**config.mk**
```make
export PLATFORM = sky130hd
export DESIGN_NAME = operand_fetch_flat
export DESIGN_NICKNAME = d
export VERILOG_FILES = /design/src/rtl/operand_fetch_if.sv /design/src/rtl/operand_fetch.sv /design/src/flat_wrapper.sv
export SDC_FILE = /design/constraint.sdc
export NUM_CORES = 1
export LEC_CHECK = 0
export ABC_AREA = 1
export BUFFER_PORTS_ARGS = -buffer_cell sky130_fd_sc_hd__buf_2
export CAP_MARGIN = 40
export CORE_MARGIN = 4
export CORE_UTILIZATION = 40
export CTS_CLUSTER_SIZE = 8
export DETAILED_ROUTE_END_ITERATION = 6
export PLACE_DENSITY_LB_ADDON = 0.3
export SKIP_LAST_GASP = 1
export SYNTH_ARGS = -nofsm -noshare
export SYNTH_HDL_FRONTEND = slang
export SYNTH_SLANG_ARGS = --single-unit
```
**constraint.sdc**
```tcl
create_clock -name clk -period 3.3 [get_ports clk]
set_input_delay 0.66 -clock clk [delete_from_list [all_inputs] [get_ports clk]]
set_output_delay 0.66 -clock clk [all_outputs]
set_load 0.03 [all_outputs]
```
**src/rtl/operand_fetch_if.sv**
```systemverilog
// Operand-fetch bus bundle: decoder issue side, writeback port and ALU-facing output handshake.
//   slave  : operand_fetch view (issue/writeback/out_ready in; issue_ready/out_valid/ain/bin/aluop out)
//   master : decoder + writeback + ALU view (the mirror image)
interface operand_fetch_if #(
    parameter int unsigned DATA_W = 16,
    parameter int unsigned IDX_W  = 3
);
    logic              issue_valid;
    logic              issue_ready;
    logic [IDX_W-1:0]  rn;
    logic [IDX_W-1:0]  rm;
    logic [1:0]        shift;
    logic              asel;
    logic              bsel;
    logic [DATA_W-1:0] sximm5;
    logic [1:0]        aluop_in;
    logic              wb_en;
    logic [IDX_W-1:0]  wb_num;
    logic [DATA_W-1:0] wb_data;
    logic              out_valid;
    logic              out_ready;
    logic [DATA_W-1:0] ain;
    logic [DATA_W-1:0] bin;
    logic [1:0]        aluop;

    modport slave (
        input  issue_valid, rn, rm, shift, asel, bsel, sximm5, aluop_in,
        input  wb_en, wb_num, wb_data, out_ready,
        output issue_ready, out_valid, ain, bin, aluop
    );

    modport master (
        output issue_valid, rn, rm, shift, asel, bsel, sximm5, aluop_in,
        output wb_en, wb_num, wb_data, out_ready,
        input  issue_ready, out_valid, ain, bin, aluop
    );
endinterface

```
**src/rtl/operand_fetch.sv**
```systemverilog
// Operand-fetch stage feeding the 16-bit ALU.
// 8-entry register file with one read port, reads A then B over two cycles, applies a 1-bit
// shift to B, selects A/B sources and presents ain/bin/aluop with a valid/ready handshake.
// Ports:
//   clk   : clock, rising-edge
//   rst_n : synchronous active-low reset
//   bus   : operand_fetch_if.slave (issue, writeback and output handshake signals)
// Optional feature: define OPF_BYPASS_EN to forward a same-cycle writeback into the operand
// being read in RD_A/RD_B; otherwise the read returns the pre-write register contents.
module operand_fetch #(
    parameter int unsigned DATA_W = 16,
    parameter int unsigned NREGS  = 8
) (
    input  logic           clk,
    input  logic           rst_n,
    operand_fetch_if.slave bus
);
    localparam int unsigned IDX_W = $clog2(NREGS);

    localparam logic [1:0] IDLE = 2'd0;
    localparam logic [1:0] RD_A = 2'd1;
    localparam logic [1:0] RD_B = 2'd2;
    localparam logic [1:0] OUT  = 2'd3;

    logic [1:0]        state;
    logic [1:0]        state_next;
    logic              accept;
    logic              load_a;
    logic              load_b;

    logic [DATA_W-1:0] regs [NREGS];

    logic [IDX_W-1:0]  rn_q;
    logic [IDX_W-1:0]  rm_q;
    logic [1:0]        shift_q;
    logic              asel_q;
    logic              bsel_q;
    logic [DATA_W-1:0] imm_q;
    logic [1:0]        op_q;
    logic [DATA_W-1:0] a_reg;

    logic [IDX_W-1:0]  rd_idx;
    logic [DATA_W-1:0] rd_data;

    // Fixed-width 1-bit shifter applied to the B operand
    function automatic logic [DATA_W-1:0] shift_b(input logic [DATA_W-1:0] v, input logic [1:0] s);
        logic [DATA_W-1:0] r;
        case (s)
            2'b01:   r = {v[DATA_W-2:0], 1'b0};
            2'b10:   r = {1'b0, v[DATA_W-1:1]};
            2'b11:   r = {v[DATA_W-1], v[DATA_W-1:1]};
            default: r = v;
        endcase
        return r;
    endfunction

    // Single read port: A index in RD_A, B index otherwise
    always_comb begin
        rd_idx = (state == RD_A) ? rn_q : rm_q;
`ifdef OPF_BYPASS_EN
        rd_data = (bus.wb_en && (bus.wb_num == rd_idx)) ? bus.wb_data : regs[rd_idx];
`else
        rd_data = regs[rd_idx];
`endif
    end

    // State register
    always_ff @(posedge clk) begin
        if (!rst_n) begin
            state <= IDLE;
        end else begin
            state <= state_next;
        end
    end

    // Next-state and datapath enables
    always_comb begin
        state_next = state;
        accept     = 1'b0;
        load_a     = 1'b0;
        load_b     = 1'b0;
        case (state)
            IDLE: begin
                if (bus.issue_valid) begin
                    accept     = 1'b1;
                    state_next = RD_A;
                end
            end
            RD_A: begin
                load_a     = 1'b1;
                state_next = RD_B;
            end
            RD_B: begin
                load_b     = 1'b1;
                state_next = OUT;
            end
            OUT: begin
                if (bus.out_ready) begin
                    state_next = IDLE;
                end
            end
            default: state_next = IDLE;
        endcase
    end

    // Registered handshake outputs, latched controls and operand outputs
    always_ff @(posedge clk) begin
        if (!rst_n) begin
            bus.issue_ready <= 1'b1;
            bus.out_valid   <= 1'b0;
            bus.ain         <= '0;
            bus.bin         <= '0;
            bus.aluop       <= '0;
            rn_q            <= '0;
            rm_q            <= '0;
            shift_q         <= '0;
            asel_q          <= 1'b0;
            bsel_q          <= 1'b0;
            imm_q           <= '0;
            op_q            <= '0;
            a_reg           <= '0;
        end else begin
            bus.issue_ready <= (state_next == IDLE);
            bus.out_valid   <= (state_next == OUT);
            if (accept) begin
                rn_q    <= bus.rn;
                rm_q    <= bus.rm;
                shift_q <= bus.shift;
                asel_q  <= bus.asel;
                bsel_q  <= bus.bsel;
                imm_q   <= bus.sximm5;
                op_q    <= bus.aluop_in;
            end
            if (load_a) begin
                a_reg <= rd_data;
            end
            // ain/bin/aluop are loaded once on entry to OUT and then held
            if (load_b) begin
                bus.ain   <= asel_q ? '0 : a_reg;
                bus.bin   <= bsel_q ? imm_q : shift_b(rd_data, shift_q);
                bus.aluop <= op_q;
            end
        end
    end

    // Register file write port, active in every state outside reset
    always_ff @(posedge clk) begin
        if (!rst_n) begin
            regs <= '{default: '0};
        end else if (bus.wb_en) begin
            regs[bus.wb_num] <= bus.wb_data;
        end
    end
endmodule

```
**src/flat_wrapper.sv**
```systemverilog
// flat-port wrapper written by rule: the top's interface ports become plain ports
module operand_fetch_flat 
#(
    parameter int unsigned DATA_W = 16,
    parameter int unsigned NREGS  = 8
)
  (clk, rst_n, bus_issue_valid, bus_rn, bus_rm, bus_shift, bus_asel, bus_bsel, bus_sximm5, bus_aluop_in, bus_wb_en, bus_wb_num, bus_wb_data, bus_out_ready, bus_issue_ready, bus_out_valid, bus_ain, bus_bin, bus_aluop);
  operand_fetch_if #(.DATA_W(DATA_W), .IDX_W(3)) bus_i ();
  input  logic clk;
  input  logic rst_n;
  input wire logic [$bits(bus_i.issue_valid)-1:0] bus_issue_valid;
  input wire logic [$bits(bus_i.rn)-1:0] bus_rn;
  input wire logic [$bits(bus_i.rm)-1:0] bus_rm;
  input wire logic [$bits(bus_i.shift)-1:0] bus_shift;
  input wire logic [$bits(bus_i.asel)-1:0] bus_asel;
  input wire logic [$bits(bus_i.bsel)-1:0] bus_bsel;
  input wire logic [$bits(bus_i.sximm5)-1:0] bus_sximm5;
  input wire logic [$bits(bus_i.aluop_in)-1:0] bus_aluop_in;
  input wire logic [$bits(bus_i.wb_en)-1:0] bus_wb_en;
  input wire logic [$bits(bus_i.wb_num)-1:0] bus_wb_num;
  input wire logic [$bits(bus_i.wb_data)-1:0] bus_wb_data;
  input wire logic [$bits(bus_i.out_ready)-1:0] bus_out_ready;
  output wire logic [$bits(bus_i.issue_ready)-1:0] bus_issue_ready;
  output wire logic [$bits(bus_i.out_valid)-1:0] bus_out_valid;
  output wire logic [$bits(bus_i.ain)-1:0] bus_ain;
  output wire logic [$bits(bus_i.bin)-1:0] bus_bin;
  output wire logic [$bits(bus_i.aluop)-1:0] bus_aluop;
  assign bus_i.issue_valid = bus_issue_valid;
  assign bus_i.rn = bus_rn;
  assign bus_i.rm = bus_rm;
  assign bus_i.shift = bus_shift;
  assign bus_i.asel = bus_asel;
  assign bus_i.bsel = bus_bsel;
  assign bus_i.sximm5 = bus_sximm5;
  assign bus_i.aluop_in = bus_aluop_in;
  assign bus_i.wb_en = bus_wb_en;
  assign bus_i.wb_num = bus_wb_num;
  assign bus_i.wb_data = bus_wb_data;
  assign bus_i.out_ready = bus_out_ready;
  assign bus_issue_ready = bus_i.issue_ready;
  assign bus_out_valid = bus_i.out_valid;
  assign bus_ain = bus_i.ain;
  assign bus_bin = bus_i.bin;
  assign bus_aluop = bus_i.aluop;
  operand_fetch #(.DATA_W(DATA_W), .NREGS(NREGS)) u_core (.clk(clk), .rst_n(rst_n), .bus(bus_i));
endmodule
```
==> results by group <==
Synthesis
  – Top FF cell, synth: dfxtp_1
  – Flops & latches, synth: 210
  – Gate count after technology mapping: 1330
  – Syn Area/Cell: 6.92 sq um
  – Top-area cell type share of the netlist area: 0.457
  – Largest area contributor in the netlist: dfxtp_1
  – Sequential-to-total area share from yosys stat: 0.457
  – YS warnings: 0
  – Fraction of registers with async set/reset: 0
  – Cell variety after synth: 21
  – Top post-synthesis cells by count: 266 x nor2_1, 210 x dfxtp_1, 196 x nand2_1
  – Top cells by area, synth: dfxtp_1 46%, nor2_1 11%, o21ai_0 9.5%
  – Count leader, synth: nor2_1
  – Syn Nets: 1382
  – Netlist Area Pre-Place: 9210 sq um
  – Post-synth EDFFs: 0

Timing
  – Worst slew margin: 0.371
  – Slew Limit Fails: 0
  – Final Setup Violations: 0
  – Tmin final: 2.58 ns
  – Clk_skew: 0.0132 ns
  – Maximum clock frequency: 0.387 GHz
  – RSZ-0062 raised after global routing: no
  – Final hold vios: 0
  – Setup TNS: 0 ns
  – Slew @ Worst Pin: 0.940 ns
  – Final worst-path cycle share: 0.782

Placement
  – I/O Buffers: 87
  – Hpwl dp: 17.4 mm
  – GP Congestion: 0.827
  – Placed Area: 9720 sq um

Finish
  – Largest register FFs: 128
  – Final Cell Area: 10500 sq um
  – Final nets: 1424
  – Diodes inserted: 0
  – Area grow syn2layout: 14.1%
  – Largest register by flop count: u_core.regs
  – Share of cells above drive strength 1: 0.128
  – # fillers: 2293

Pwr
  – Pwr Total: 6.56 mW
  – P_leak: 4.65 nW
  – Worst vdd ir: 0.334 mV
  – Power Density: 625 nW/um^2

CTS
  – Post-CTS Resized: 0
  – Post-CTS setup buffer count: 0
  – CTS tree: built
  – Total CTS buffers: 30
  – H-tree depth: 1
  – Clk root buf: clkbuf_16
  – Clock Sinks: 210
  – Clock Pin Slew Worst Setup and Hold Paths: 0.05 ns
  – Cts hold-fix bufs: 0
  – Longest Clk Path Bufs: 3
  – Skew-Pair Late Insertion Delay: 0.54 ns

GRT
  – GRT Overall Usage: 0.208
  – Vias in the first global route: 8223
  – GRT Residual Overflow: 0
  – Met2 Usage GRT: 0.340
  – First-pass GRT wire length: 44.0 mm
  – Met3 Use GR: 0.0361
  – Top Usage Layer GRT: met2
  – Largest net degree at the start of global routing: 103
  – Met1 Track Usage GR: 0.278
  – Initial antenna violation count: 0

Worst setup path
  – Crit. End Element: register
  – Req. time, crit path: 3.71 ns
  – R2R Path Start: u_core.state[0]
  – RR Endpoint: u_core.bus.bin[14]
  – Reg2reg path depth: 11
  – Critical path's top delay family: simple AND/OR/NAND/NOR gates
  – Critical path's largest stage delay: 0.49 ns
  – Crit path DAT: 2.99 ns
  – Worst R2R Setup Slack: 0.72 ns
  – CP bufs+invs: 0
  – Max FO, Critical Path: 31
  – Startpoint types: register
  – CP Cell Sequence: nand2_4 > nand2_2 > nand2_2 > nand2_1 > nand3_1 > nand3_2 > nand2_2 > nand2_1 > nand2_1 > o21ai_1 > a21oi_1
  – WS Path Type: reg -> reg
  – Critical-path top delay cell: dfxtp_1

Route
  – WL final: 27.5 mm
  – Drt drc: 0
  – DRT iter0 DRCs: 847
  – Via count: 8870
  – Vias per cell: 5.35
  – Antenna Nets Post-Route: 0
  – DRT Pass-1 Iters: 6
  – DR WL/cell: 16.6 um

Floorplan
  – Die Y: 160 um
  – Die width: 160 um
  – Die ar.: 25500 sq um
  – Num ports: 88
  – Core Rows: 55
  – Core Area: 22600 sq um
  – Starting Density: 0.407

Hold path
  – Hold Crit Start: bus_aluop_in[1]
  – Worst Hold Path EP: u_core.op_q[1]
  – Hold Path Class: in -> reg
  – Worst hold stages: 3

Flow run
  – Max capacitance violation total: 0

Run status
  – Status: finished clean
==> worst max-delay path by stage <==
stage               startpoint            endpoint  slack (ns)  cells after the start
3_3_place_gp   u_core.state[0]  u_core.bus.bin[14]        0.79                     11
3_5_place_dp   u_core.state[0]  u_core.bus.bin[14]        0.78                     11
4_1_cts        u_core.state[0]  u_core.bus.bin[14]        0.77                     11
2_1_floorplan        bus_wb_en     u_core.regs[55]        1.58                      8
5_1_grt        u_core.state[0]  u_core.bus.bin[12]        0.52                     11
6_report       u_core.state[0]  u_core.bus.bin[14]        0.72                     11
==> worst min-delay path, cell delays in order <==
cell and delay (ns):
buf_2 0.08, o21ai_0 0.07, nor2_1 0.09
==> layout by cell type, fill, tap and decap left out, drive strengths merged <==
cell type | netlist | final
clkbuf | 66 | 31
dfxtp | 210 | 210
clkinv | 10 | 11
inv | 74 | 74
nor2 | 266 | 266
a21oi | 101 | 101
nand2 | 213 | 213
nand3 | 166 | 166
buf | 32 | 108
o21ai | 192 | 192
==> final cells by class <==
| class | instances | area (sq um) | area share |
|---|---|---|---|
| Sequential cell | 210 | 4200 | 0.400 |
| Tap cell | 285 | 357 | 0.0339 |
| Clock inverter | 1 | 8.76 | 0.000834 |
| Timing Repair Buffer | 108 | 603 | 0.0574 |
| Multi-Input combinational cell | 938 | 4240 | 0.404 |
| Clock buffer | 31 | 776 | 0.0738 |
| Inverter | 84 | 318 | 0.0302 |
==> routing by layer <==
layer | wire [um] | part of all wire | vias to the layer above
li1 | - | - | 4381
met2 | 12500 | 0.46 | 316
met3 | 1830 | 0.066 | 60
met5 | 0 | 0 | -
met1 | 12100 | 0.44 | 4113
met4 | 1020 | 0.037 | 0
==> where the power goes <==
part	internal, mW	total [mW]	switching, mW
Sequential	2.69	2.76	0.0729
Clock	1.63	2.66	1.04
Combinational	0.316	1.14	0.827
Total	4.63	6.56	1.94
==> metrics by stage <==
stage | hold slack, ns | utilization | setup WS (ns) | std cells
5_1_grt | 0.421 | 0.464 | 0.518 | 1657
3_5_place_dp | 0.445 | 0.429 | 0.776 | 1625
6_report | 0.397 | 0.464 | 0.719 | 1657
2_1_floorplan | 0.430 | - | 1.58 | 1330
4_1_cts | 0.380 | 0.464 | 0.766 | 1657
3_3_place_gp | 0.440 | 0.429 | 0.787 | 1624
==> logic make-up after synthesis <==
group / count (synthesis) / synth area share
flip-flops: 210 / 0.457
AO/OA/AOI/OAI: 293 / 0.162
AND/OR/NAND/NOR: 645 / 0.298
buffers and inverters: 182 / 0.0836
(Power assumes the default switching activity.)
